`config.mk`:
```
export PLATFORM = sky130hd
export DESIGN_NAME = dvp_capture_flat
export DESIGN_NICKNAME = d
export VERILOG_FILES = /design/src/rtl/dvp_pkg.sv /design/src/rtl/dvp_if.sv /design/src/rtl/dvp_byte_pack.sv /design/src/rtl/dvp_capture.sv /design/src/flat_wrapper.sv
export SDC_FILE = /design/constraint.sdc
export NUM_CORES = 1
export LEC_CHECK = 0
export ABC_CLOCK_PERIOD_IN_PS = 4000
export CORE_MARGIN = 5
export CORE_UTILIZATION = 54
export CTS_BUF_LIST = sky130_fd_sc_hd__clkbuf_8
export DETAILED_ROUTE_END_ITERATION = 6
export PLACE_DENSITY = 0.92
export SYNTH_ARGS = -nofsm -noshare
export SYNTH_HDL_FRONTEND = slang
export SYNTH_SLANG_ARGS = --single-unit
export TNS_END_PERCENT = 100
```
`constraint.sdc`:
```
create_clock -name ov5640_pclk -period 4 [get_ports ov5640_pclk]
set_clock_uncertainty 0.1 [all_clocks]
set_input_delay 0.8 -clock ov5640_pclk [delete_from_list [all_inputs] [get_ports ov5640_pclk]]
set_output_delay 0.8 -clock ov5640_pclk [all_outputs]
set_load 0.02 [all_outputs]
```
`src/rtl/dvp_pkg.sv`:
```
// Shared types and default geometry for the OV5640 DVP capture path.
package dvp_pkg;
  localparam int DEF_H_PIXEL     = 800;
  localparam int DEF_V_PIXEL     = 480;
  localparam int DEF_SKIP_FRAMES = 10;
  localparam int DEF_CNT_W       = 11;

  typedef enum logic [1:0] {WAIT_CFG, SKIP, RUN} state_t;
endpackage

```
`src/rtl/dvp_if.sv`:
```
// DVP sensor pins: the sensor drives (master), the capture block receives (slave).
interface dvp_if;
  logic       vsync;
  logic       href;
  logic [7:0] data;

  modport master (output vsync, href, data);
  modport slave  (input  vsync, href, data);
endinterface

```
`src/rtl/dvp_byte_pack.sv`:
```
// Input registers, edge detection and byte-pair assembly into 16-bit words.
module dvp_byte_pack (
  input  logic        clk,
  input  logic        rst,
  dvp_if.slave        dvp,
  output logic        v_rise,
  output logic        h_fall,
  output logic        pix_done,
  output logic [15:0] pix_word
);
  logic       v_d, h_d, v_q, h_q, phase;
  logic [7:0] d_d, hi;

  always_ff @(posedge clk or posedge rst) begin
    if (rst) begin
      v_d   <= 1'b0;
      h_d   <= 1'b0;
      d_d   <= '0;
      v_q   <= 1'b0;
      h_q   <= 1'b0;
      phase <= 1'b0;
      hi    <= '0;
    end else begin
      v_d   <= dvp.vsync;
      h_d   <= dvp.href;
      d_d   <= dvp.data;
      v_q   <= v_d;
      h_q   <= h_d;
      phase <= h_d ? ~phase : 1'b0;
      if (h_d && !phase) hi <= d_d;
    end
  end

  // A pending high byte is simply abandoned when href drops; phase clears.
  assign v_rise   = v_d & ~v_q;
  assign h_fall   = h_q & ~h_d;
  assign pix_done = h_d & phase;
  assign pix_word = {hi, d_d};
endmodule

```
`src/rtl/dvp_capture.sv`:
```
// OV5640 DVP capture: frame skip FSM, x/y tagging and clipping to display geometry.
// Optional line/frame measurement and mismatch flag under `GEOM_CHECK_EN.
module dvp_capture
  import dvp_pkg::*;
#(
  parameter int H_PIXEL     = DEF_H_PIXEL,
  parameter int V_PIXEL     = DEF_V_PIXEL,
  parameter int SKIP_FRAMES = DEF_SKIP_FRAMES,
  parameter int CNT_W       = DEF_CNT_W
) (
  input  logic             ov5640_pclk,
  input  logic             sys_rst,
  input  logic             cfg_done,
  dvp_if.slave             ov5640,
  output logic             pix_valid,
  output logic [15:0]      pix_data,
  output logic [CNT_W-1:0] pix_x,
  output logic [CNT_W-1:0] pix_y,
  output logic             frame_start,
  output logic             frame_end,
  output logic             capture_on,
  output logic [CNT_W-1:0] line_len,
  output logic [CNT_W-1:0] frame_lines,
  output logic             err_geom
);
  localparam int              SK_W    = (SKIP_FRAMES < 1) ? 1 : $clog2(SKIP_FRAMES + 1);
  localparam logic [CNT_W-1:0] CNT_MAX = '1;
  localparam logic [CNT_W-1:0] H_LIM   = CNT_W'(H_PIXEL);
  localparam logic [CNT_W-1:0] V_LIM   = CNT_W'(V_PIXEL);

  function automatic logic [CNT_W-1:0] sat_inc(input logic [CNT_W-1:0] v);
    return (v == CNT_MAX) ? v : v + 1'b1;
  endfunction

  logic             v_rise, h_fall, pix_done;
  logic [15:0]      pix_word;
  logic [CNT_W-1:0] x_cnt, y_cnt, y_line;
  logic [SK_W-1:0]  skip_cnt, skip_inc;
  state_t           state;
  logic             run_next, in_frame;

  dvp_byte_pack u_pack (
    .clk      (ov5640_pclk),
    .rst      (sys_rst),
    .dvp      (ov5640),
    .v_rise   (v_rise),
    .h_fall   (h_fall),
    .pix_done (pix_done),
    .pix_word (pix_word)
  );

  // Line close is folded in before the frame clear, so a coincident
  // vsync rise still counts the line that just ended.
  assign y_line   = (h_fall && x_cnt != '0) ? sat_inc(y_cnt) : y_cnt;
  assign skip_inc = skip_cnt + 1'b1;
  assign in_frame = (state == RUN) && cfg_done && (x_cnt < H_LIM) && (y_cnt < V_LIM);

  always_comb begin
    run_next = (state == RUN);
    if (!cfg_done)                         run_next = 1'b0;
    else if (v_rise && state == WAIT_CFG)  run_next = (SKIP_FRAMES == 0);
    else if (v_rise && state == SKIP)      run_next = (skip_inc == SK_W'(SKIP_FRAMES));
  end

  always_ff @(posedge ov5640_pclk or posedge sys_rst) begin
    if (sys_rst) begin
      x_cnt <= '0;
      y_cnt <= '0;
    end else begin
      if (pix_done)    x_cnt <= sat_inc(x_cnt);
      else if (h_fall) x_cnt <= '0;
      y_cnt <= v_rise ? '0 : y_line;
    end
  end

  always_ff @(posedge ov5640_pclk or posedge sys_rst) begin
    if (sys_rst) begin
      state       <= WAIT_CFG;
      skip_cnt    <= '0;
      capture_on  <= 1'b0;
      frame_start <= 1'b0;
      pix_valid   <= 1'b0;
      frame_end   <= 1'b0;
      pix_data    <= '0;
      pix_x       <= '0;
      pix_y       <= '0;
    end else begin
      if (!cfg_done) state <= WAIT_CFG;
      else if (v_rise) begin
        case (state)
          WAIT_CFG: begin
            skip_cnt <= '0;
            state    <= (SKIP_FRAMES == 0) ? RUN : SKIP;
          end
          SKIP: begin
            skip_cnt <= skip_inc;
            if (skip_inc == SK_W'(SKIP_FRAMES)) state <= RUN;
          end
          default: ;
        endcase
      end
      capture_on  <= run_next;
      frame_start <= v_rise && run_next;
      pix_valid   <= pix_done && in_frame;
      frame_end   <= pix_done && in_frame && x_cnt == H_LIM - 1'b1 && y_cnt == V_LIM - 1'b1;
      if (pix_done) begin
        pix_data <= pix_word;
        pix_x    <= x_cnt;
        pix_y    <= y_cnt;
      end
    end
  end

`ifdef GEOM_CHECK_EN
  always_ff @(posedge ov5640_pclk or posedge sys_rst) begin
    if (sys_rst) begin
      line_len    <= '0;
      frame_lines <= '0;
      err_geom    <= 1'b0;
    end else begin
      if (h_fall) line_len    <= x_cnt;
      if (v_rise) frame_lines <= y_line;
      if (!run_next)
        err_geom <= 1'b0;
      else if (state == RUN &&
               ((h_fall && x_cnt != '0 && x_cnt != H_LIM) || (v_rise && y_line != V_LIM)))
        err_geom <= 1'b1;
    end
  end
`else
  assign line_len    = '0;
  assign frame_lines = '0;
  assign err_geom    = 1'b0;
`endif
endmodule

```
`src/flat_wrapper.sv`:
```
// flat-port wrapper written by rule: the top's interface ports become plain ports
module dvp_capture_flat import dvp_pkg::*;
#(
  parameter int H_PIXEL     = DEF_H_PIXEL,
  parameter int V_PIXEL     = DEF_V_PIXEL,
  parameter int SKIP_FRAMES = DEF_SKIP_FRAMES,
  parameter int CNT_W       = DEF_CNT_W
)
  (ov5640_pclk, sys_rst, cfg_done, pix_valid, pix_data, pix_x, pix_y, frame_start, frame_end, capture_on, line_len, frame_lines, err_geom, ov5640_vsync, ov5640_href, ov5640_data);
  dvp_if ov5640_i ();
  input  logic ov5640_pclk;
  input  logic sys_rst;
  input  logic cfg_done;
  output logic pix_valid;
  output logic [15:0] pix_data;
  output logic [CNT_W-1:0] pix_x;
  output logic [CNT_W-1:0] pix_y;
  output logic frame_start;
  output logic frame_end;
  output logic capture_on;
  output logic [CNT_W-1:0] line_len;
  output logic [CNT_W-1:0] frame_lines;
  output logic err_geom;
  input wire logic [$bits(ov5640_i.vsync)-1:0] ov5640_vsync;
  input wire logic [$bits(ov5640_i.href)-1:0] ov5640_href;
  input wire logic [$bits(ov5640_i.data)-1:0] ov5640_data;
  assign ov5640_i.vsync = ov5640_vsync;
  assign ov5640_i.href = ov5640_href;
  assign ov5640_i.data = ov5640_data;
  dvp_capture #(.H_PIXEL(H_PIXEL), .V_PIXEL(V_PIXEL), .SKIP_FRAMES(SKIP_FRAMES), .CNT_W(CNT_W)) u_core (.ov5640_pclk(ov5640_pclk), .sys_rst(sys_rst), .cfg_done(cfg_done), .ov5640(ov5640_i), .pix_valid(pix_valid), .pix_data(pix_data), .pix_x(pix_x), .pix_y(pix_y), .frame_start(frame_start), .frame_end(frame_end), .capture_on(capture_on), .line_len(line_len), .frame_lines(frame_lines), .err_geom(err_geom));
endmodule
```
# == Word level (Yosys, flattened, before mapping) ==
# Index checks and enable logic that the tools add are counted.
# classes
n_addsub,3
order_cmp,2
n_eq_ne,12
n_mux,15
bitwise_logic,6
reduce_logical,21
# op_table
operator,n
2-to-1 mux 11 bit,6
adder 11 x 1 -> 11 bit (second input constant),2
== test 11 bit (second input constant),2
== test 11 x 10 -> 1 bit (second input constant),1
== test 11 x 9 -> 1 bit (second input constant),1
logical AND 1 bit,11
less-than comparator 11 x 10 -> 1 bit (second input constant),1
less-than comparator 11 x 9 -> 1 bit (second input constant),1
nonzero test 11 bit,1
one-hot mux 4 bit (2 select lines),1
2-to-1 mux 2 bit,3
AND reduction 3 bit,2
nonzero test 2 bit,3
adder 4 x 1 -> 4 bit (second input constant),1
== test 4 bit (second input constant),1
2-to-1 mux 1 bit,4
!= test 2 bit (second input constant),2
one-hot mux 2 bit (2 select lines),1
AND reduction 2 bit,2
bitwise AND 1 bit,3
!= test 3 x 1 -> 1 bit (second input constant),1
!= test 3 bit (second input constant),1
inverter 1 bit,3
== test 2 x 1 -> 1 bit (second input constant),1
other kinds (4),4
# totals
regBits,91
output_inout_bits,65
word_cells,77

# == Logic depth before layout (Yosys ltp) ==
# Gate-level depths: netlist of the first run.
# depth
word_depth,7
mapped_depth,7
ltp_nobuf,6

# == Modules after synthesis ==
# Synthesis of the first run repeated with hierarchy kept, for this count alone.
# unflattened
hier_cells,315
hier_area_um2,3975.1
# modules_own_cells
module,n_inst,cells_per_inst,area_each_um2,seq_area_each_um2
dvp_capture,1,280,3269.4,1751.7
dvp_byte_pack,1,35,705.7,525.5

# == Worst setup path before layout of the first run ==
# Ideal clock, no wire load.
# synth_timing
path_type,flip-flop to flip-flop
from,register u_core.x_cnt[0]
to,register u_core.y_cnt[10]
setup_ns,0.132
arrival_ns,1.653
required_ns,3.768
slack_ns,2.115
stages_incl_launch_ff,8
path_buffers,1
period_less_slack_ns,1.885
path_cell_list,dfrtp_1 -> inv_1 -> ha_1 -> or4b_4 -> o31a_1 -> buf_6 -> a41oi_1 -> nor2_1
# synth_between
elab_chain_len,4
# synth_rtl
element,line,rtl
start: declaration,dvp_capture.sv:37,"logic [CNT_W-1:0] x_cnt, y_cnt, y_line;"
start signal: assignment,dvp_capture.sv:70,if (pix_done) x_cnt <= sat_inc(x_cnt);
nonzero test 11 bit,dvp_capture.sv:54,assign y_line = (h_fall && x_cnt != '0) ? sat_inc(y_cnt) : y_cnt;
logical AND 1 bit,dvp_capture.sv:54,
nonzero test 2 bit (no line),n/a,
AND reduction 2 bit (no line),n/a,
end signal: assignment,dvp_capture.sv:72,y_cnt <= v_rise ? '0 : y_line;
end: declaration,dvp_capture.sv:37,
# No other way between the ends.
# A chain may end at the register's enable or synchronous reset.

# == Final worst setup path of the first run ==
# layout_timing
from,register u_core.x_cnt[0]
to,register u_core.x_cnt[5]
# layout_between
elab_chain_len,3
word_cells_on_any_way,6
cone_classes,add/sub: 1; eq/ne: 2; mux: 2; reduce/logical: 1
# layout_rtl
element,line,rtl
adder 11 x 1 -> 11 bit / == test 11 bit (equally long branches),dvp_capture.sv:32,return (v == CNT_MAX) ? v : v + 1'b1;
2-to-1 mux 11 bit / != test 2 bit (equally long branches),n/a,
2-to-1 mux 11 bit / AND reduction 2 bit (equally long branches),n/a,
# Several ways; a longest one is shown, not always the timed one. The select of a mux whose other input is x is not followed.

==> results.json, run 1 <==
{
  "place_hpwl_mm": 5.62,
  "vias": 2732,
  "post-place-cells": 476,
  "hold_buffers": 0,
  "worstHoldStart": "u_core.u_pack.v_d$_DFF_PP0_",
  "final_common_cell": "dfrtp_1",
  "hold_class": "flip-flop to flip-flop",
  "gp_congestion": 0.927,
  "grt_pass1_vias": 2635,
  "syn_avg_cell_area_um2": 12.1,
  "synthCells": 334,
  "cpMaxStageDelayCell": "o41ai_2",
  "h-tree-depth": 3,
  "antenna_found_initial": 0,
  "drive_gt1_frac": 0.178,
  "r2r_start": "u_core.x_cnt[0]$_DFFE_PP0P_",
  "synth.yosys.seq_area_share": 0.563,
  "drt_drc_violations_left": 0,
  "critPathKind": "flip-flop to flip-flop",
  "port_buffers": 54,
  "cts_resized": 0,
  "finalSetupViolCount": 0,
  "num-fill-cells": 554,
  "p_per_area_nw_per_um2": 407,
  "drv_cap": 0,
  "die_area_um2": 9320,
  "diodes": 0,
  "fp-row-count": 31,
  "cp-start-kind": "flip-flop",
  "ios": 78,
  "nets": 406,
  "postCtsSetupBuffers": 0,
  "timing.fmax_mhz": 420,
  "end_kind": "flip-flop",
  "dr.pass1.iters": 4,
  "grt_max_degree": 35,
  "synth_edf_count": 0,
  "crit_chain": "ha_1 > nand4_1 > o41ai_2 > o211ai_1 > o31ai_1",
  "clock-sinks": 91,
  "ant_nets": 0,
  "yosys_register_bits": 91,
  "tightest_slew_ns": 0.980,
  "rsz0062_at_grt": "no",
  "grt-ovfl-total": 0,
  "max-vdd-ir-drop_mv": 0.302,
  "hold_viol": 0,
  "drt_first_iter_violations": 166,
  "final_cells": 492,
  "status": "finished, final reports clean",
  "worstPathRequired_ns": 4.16,
  "chipHeight_um": 96.5,
  "clockBufferDepth": 2,
  "syn2layout_area_growth_pct": 17.5,
  "grt_pass1_wl_mm": 13.2,
  "tns_ns": 0,
  "clkSlewWorstSetupHoldPaths_ns": 0.10,
  "synth_cell_types": 52,
  "initial_core_util": 0.558,
  "ys_async_sr_fraction": 1.00,
  "numCtsBuffers": 9,
  "core_area_um2": 7250,
  "final_core_util": 0.655,
  "drv_slew": 0,
  "ys.flop_type": "dfrtp_1",
  "clk_latency_ns": 0.37,
  "wl_per_cell_um": 16.3,
  "critPathMaxFanout": 13,
  "final_cell_mix": "dfrtp_1 (91), clkdlybuf4s50_1 (54), mux2_2 (44), nand2_1 (30), conb_1 (23)",
  "die_w_um": 96.5,
  "slowest_delay_ns": 0.95,
  "fin_crit_sh": 0.595,
  "synthesis.area_um2": 4040,
  "cts_tree": "built",
  "ys_warn_count": 0,
  "worstPathArrival_ns": 2.54,
  "slew_headroom": 0.340,
  "fin_crit_ns": 2.38,
  "cts_root_buf": "clkbuf_8",
  "viasPerCell": 5.55,
  "drt_wl_total_mm": 8.03,
  "grtUsageTotal": 0.189,
  "crit_path_start": "u_core.x_cnt[0]$_DFFE_PP0P_",
  "leakage_uw": 0.00211
}
-- metal layers --
| layer | part of all wire | routed length (µm) | vias up | GRT usage |
|---|---|---|---|---|
| met4 | 0.017 | 138 | 0 | 0.0654 |
| met5 | 0 | 0 | - | 0 |
| met2 | 0.50 | 3990 | 96 | 0.297 |
| met3 | 0.061 | 492 | 11 | 0.0550 |
| met1 | 0.42 | 3410 | 1367 | 0.251 |
| li1 | - | - | 1258 | - |
-- path summary, 6_finish.rpt --
| path | end | slack (ns) | cells past startpoint |
|---|---|---|---|
| setup reg to reg | u_core.x_cnt[5]$_DFFE_PP0P_ | 1.62 | 5 |
| setup / recovery | u_core.x_cnt[5]$_DFFE_PP0P_ | 1.62 | 5 |
| min in group asynchronous | u_core.u_pack.h_d$_DFF_PP0_ | 0.63 | 2 |
| hold reg to reg | u_core.u_pack.v_q$_DFF_PP0_ | 0.35 | 0 |
| hold / removal | u_core.u_pack.v_q$_DFF_PP0_ | 0.35 | 0 |
| max in group asynchronous | u_core.x_cnt[4]$_DFFE_PP0P_ | 2.41 | 3 |
-- registers in the layout, indices dropped and copies added (netlist names), 2 cells and up --
signal             flops
u_core.u_pack.hi       8
u_core.pix_data       16
u_core.skip_cnt        4
u_core.pix_y          11
u_core.x_cnt          11
u_core.state           2
u_core.u_pack.d_d      8
u_core.y_cnt          11
u_core.pix_x          11
-- power breakdown --
group | internal (µW) | total [µW] | switching [µW] | leakage (µW)
combinational | 142 | 300 | 158 | 0.000826
sequential | 986 | 1030 | 44.4 | 0.00119
clock | 243 | 604 | 361 | 0.0000958
-- cells in the mapped netlist (2+ instances only) --
| cell | n | area share |
|---|---|---|
| o21a_1 | 3 | 0.0056 |
| and2_1 | 3 | 0.0046 |
| a31oi_1 | 2 | 0.0031 |
| nor3b_1 | 2 | 0.0037 |
| xor2_1 | 2 | 0.0043 |
| nor2b_1 | 5 | 0.0077 |
| buf_4 | 26 | 0.048 |
| or4_1 | 4 | 0.0074 |
| o21ai_0 | 12 | 0.015 |
| a21oi_1 | 10 | 0.012 |
| buf_2 | 4 | 0.0050 |
| and3_1 | 5 | 0.0077 |
| buf_6 | 2 | 0.0056 |
| o31ai_1 | 6 | 0.011 |
| ha_1 | 5 | 0.015 |
| nand2b_1 | 8 | 0.012 |
| nand4_1 | 5 | 0.0077 |
| inv_1 | 4 | 0.0037 |
| o21ai_1 | 3 | 0.0037 |
| dfrtp_1 | 91 | 0.56 |
| nand2_1 | 30 | 0.028 |
| nor3_1 | 3 | 0.0037 |
| o41ai_1 | 2 | 0.0043 |
| clkbuf_1 | 3 | 0.0028 |
| mux2_2 | 44 | 0.12 |
| or3_1 | 7 | 0.011 |
| nor2_1 | 6 | 0.0056 |
| a41o_1 | 2 | 0.0050 |
| nand3_1 | 12 | 0.015 |
-- critical path, delay by kind of cell (launching register included) --
kind	cells	cell delay, ns
AOI/OAI and AO/OA	3	1.27
adders and majority gates	1	0.21
DFF	1	0.44
and+or+nand+nor	1	0.24
-- layout make-up --
| type | instances | area, µm² | share of cell area |
|---|---|---|---|
| clock buffers | 9 | 124 | 0.0261 |
| clock inverters | 7 | 67.6 | 0.0142 |
| inverters | 4 | 16.3 | 0.00342 |
| multi-input cells | 225 | 1580 | 0.333 |
| flip-flops and latches | 91 | 2280 | 0.479 |
| well taps | 99 | 124 | 0.0261 |
| repair buffers | 57 | 563 | 0.118 |
-- through the flow --
| step | hold WS [ns] | worst slack [ns] | power, µW | instance area [µm²] |
|---|---|---|---|---|
| 2_1_floorplan | 0.280 | 0.736 | 1230 | 4130 |
| 3_3_place_gp | 0.304 | 1.81 | 1340 | 4560 |
| 3_5_place_dp | 0.303 | 1.74 | 1350 | 4560 |
| 4_1_cts | 0.352 | 1.65 | 1950 | 4750 |
| 5_1_grt | 0.358 | 1.38 | 2020 | 4750 |
| 6_report | 0.353 | 1.62 | 1930 | 4750 |
-- logic make-up (layout without fill, tap and decap cells) --
| group | count (synthesis) | after routing | share of synthesized area |
|---|---|---|---|
| fa+ha+maj | 5 | 5 | 0.0155 |
| compound gates | 51 | 51 | 0.0903 |
| simple gates | 98 | 98 | 0.132 |
| buf+inv | 40 | 77 | 0.0665 |
| flops | 91 | 91 | 0.563 |
| xor+xnor | 3 | 3 | 0.00650 |
| mux | 45 | 45 | 0.125 |
| other cells | 1 | 23 | 0.000927 |
No activity file was read; power rests on OpenSTA's default activity.
==> run 2: changes to the inputs <==
--- a/config.mk
+++ b/config.mk
@@ -5,7 +5,7 @@
 export SDC_FILE = /design/constraint.sdc
 export NUM_CORES = 1
 export LEC_CHECK = 0
-export ABC_CLOCK_PERIOD_IN_PS = 4000
+export ABC_CLOCK_PERIOD_IN_PS = 2290
 export CORE_MARGIN = 5
 export CORE_UTILIZATION = 54
 export CTS_BUF_LIST = sky130_fd_sc_hd__clkbuf_8
==> constraint.sdc (replaced) <==
create_clock -name ov5640_pclk -period 2.29 [get_ports ov5640_pclk]
set_clock_uncertainty 0.1 [all_clocks]
set_input_delay 0.458 -clock ov5640_pclk [delete_from_list [all_inputs] [get_ports ov5640_pclk]]
set_output_delay 0.458 -clock ov5640_pclk [all_outputs]
set_load 0.02 [all_outputs]
==> run 2 against run 1 <==
Net effect:
- wire length fell by 1.0%
- first-iteration DRC count rose by 26%
- critical path depth is 1 higher
- largest power group unchanged
- highest routed layer unchanged
==> results.json, run 2 (synthesized netlist as in run 1, its figures left out) <==
{
  "status": "finished, final reports clean",
  "seqCellArea_um2": 2280,
  "worstPathArrival_ns": 2.29,
  "postCtsSetupBuffers": 0,
  "drv_cap": 0,
  "hold_ws_ns": 0.326,
  "timing.fmax_mhz": 476,
  "die_w_um": 96.5,
  "viasPerCell": 5.57,
  "route.met2.wl_mm": 3.97,
  "hold_buffers": 0,
  "nets": 414,
  "crit_chain": "inv_1 > ha_1 > or4b_4 > o31a_1 > nand3_1 > mux2i_1",
  "antenna_found_initial": 0,
  "cp_num_buf_inv": 1,
  "drt_first_iter_violations": 209,
  "grt-ovfl-total": 0,
  "worstPathRequired_ns": 2.48,
  "clk_latency_ns": 0.36,
  "wl_per_cell_um": 15.9,
  "h-tree-depth": 3,
  "final_cell_mix": "dfrtp_1 (91), clkdlybuf4s50_1 (54), mux2_2 (44), nand2_1 (30), conb_1 (23)",
  "syn2layout_area_growth_pct": 19.3,
  "largest_reg_flops": 16,
  "drive_gt1_frac": 0.195,
  "fin_ws_ns": 0.187,
  "cts_root_buf": "clkbuf_8",
  "slowest_delay_ns": 0.47,
  "critPathKind": "flip-flop to flip-flop",
  "diodes": 0,
  "clockBufferDepth": 2,
  "wl_met1_mm": 3.17,
  "r2r_slack_ns": 0.19,
  "dr_wl_met3_um": 639,
  "fin_crit_ns": 2.10,
  "routed.top_layer": "met4",
  "place_hpwl_mm": 5.63,
  "tns_ns": 0,
  "cts_tree": "built",
  "stdcell_area_um2": 4830,
  "fin_crit_sh": 0.918,
  "grt_pass1_wl_mm": 13.3,
  "die_area_um2": 9320,
  "clock-sinks": 91,
  "drt_wl_total_mm": 7.95,
  "chipHeight_um": 96.5,
  "slew_headroom": 0.625,
  "end_kind": "flip-flop",
  "critPathMaxFanout": 9,
  "max-vdd-ir-drop_mv": 0.525,
  "leakage_uw": 0.00215,
  "initial_core_util": 0.558,
  "numCtsBuffers": 9,
  "cts_resized": 0,
  "clkSlewWorstSetupHoldPaths_ns": 0.10,
  "vias": 2787,
  "grt_pass1_vias": 2767,
  "final_common_cell": "dfrtp_1",
  "rsz0062_at_grt": "no",
  "cp-start-kind": "flip-flop",
  "port_buffers": 54,
  "total_power_uw": 3370,
  "ant_nets": 0,
  "core_area_um2": 7250,
  "largest-register": "u_core.pix_data",
  "pre_cts_slack_ns": 0.209,
  "critPathTopFamily": "simple AND/OR/NAND/NOR gates",
  "p_per_area_nw_per_um2": 699,
  "multi_input_area_um2": 1580,
  "drv_slew": 0,
  "tightest_slew_ns": 0.560,
  "dr.pass1.iters": 4,
  "ios": 78,
  "fp-row-count": 31,
  "finalSetupViolCount": 0,
  "drt_drc_violations_left": 0,
  "grtUsageTotal": 0.188,
  "hold_class": "flip-flop to flip-flop",
  "cpMaxStageDelayCell": "or4b_4",
  "grt_max_degree": 92,
  "gp_congestion": 0.918,
  "num-fill-cells": 524,
  "hold_viol": 0,
  "dpl_cell_area_um2": 4640
}
==> run 2: changes by cell type in the layout (fill, tap and decap cells not counted) <==
cell      before  now
buf_4          3   10
inv_6          1    2
clkinv_2       1    0
inv_8          3    2
buf_12         0    1
clkinv_4       2    3
==> run 2: layer usage <==
layer | vias to the layer above | track usage
li1 | 1282 | -
met1 | 1366 | 0.240
met2 | 122 | 0.302
met3 | 17 | 0.0519
met4 | 0 | 0.0794
met5 | - | 0
==> run 2: area by class of cell <==
class / count / share of cell area
tap: 99 / 0.0257
timing repair buffer: 65 / 0.132
multi-input combinational: 225 / 0.327
inverter: 4 / 0.00389
clock inverter: 7 / 0.0137
sequential: 91 / 0.472
clock buffer: 9 / 0.0257
==> run 2: through the flow <==
stage,utilization,std cells
floorplan,-,356
finish,0.665,500
detailed placement,0.639,484
global placement,0.639,484
CTS,0.665,500
global route,0.665,500
==> run 2: worst paths after layout <==
path | from | end | cells past startpoint
max in group asynchronous | sys_rst | u_core.x_cnt[4]$_DFFE_PP0P_ | 3
max | u_core.x_cnt[0]$_DFFE_PP0P_ | u_core.y_cnt[4]$_DFFE_PP0P_ | 6
min reg2reg | u_core.u_pack.v_d$_DFF_PP0_ | u_core.u_pack.v_q$_DFF_PP0_ | 0
min in group asynchronous | sys_rst | u_core.u_pack.d_d[5]$_DFF_PP0_ | 3
min | u_core.u_pack.v_d$_DFF_PP0_ | u_core.u_pack.v_q$_DFF_PP0_ | 0
max reg2reg | u_core.x_cnt[0]$_DFFE_PP0P_ | u_core.y_cnt[4]$_DFFE_PP0P_ | 6
==> run 2: power by group <==
group	internal (µW)	leakage [µW]	switching (µW)
registers	1720	0.00119	75.6
clock network	423	0.0000982	614
logic	259	0.000867	278
total	2400	0.00215	968
==> run 3: changes to the inputs <==
--- a/config.mk
+++ b/config.mk
@@ -6,9 +6,11 @@
 export NUM_CORES = 1
 export LEC_CHECK = 0
 export ABC_CLOCK_PERIOD_IN_PS = 2290
+export CAP_MARGIN = 25
 export CORE_MARGIN = 5
 export CORE_UTILIZATION = 54
 export CTS_BUF_LIST = sky130_fd_sc_hd__clkbuf_8
+export CTS_CLUSTER_SIZE = 8
 export DETAILED_ROUTE_END_ITERATION = 6
 export PLACE_DENSITY = 0.92
 export SYNTH_ARGS = -nofsm -noshare
==> results of run 3 <==
Same layout as run 2: the final DEF is identical, and so are final timing and power.
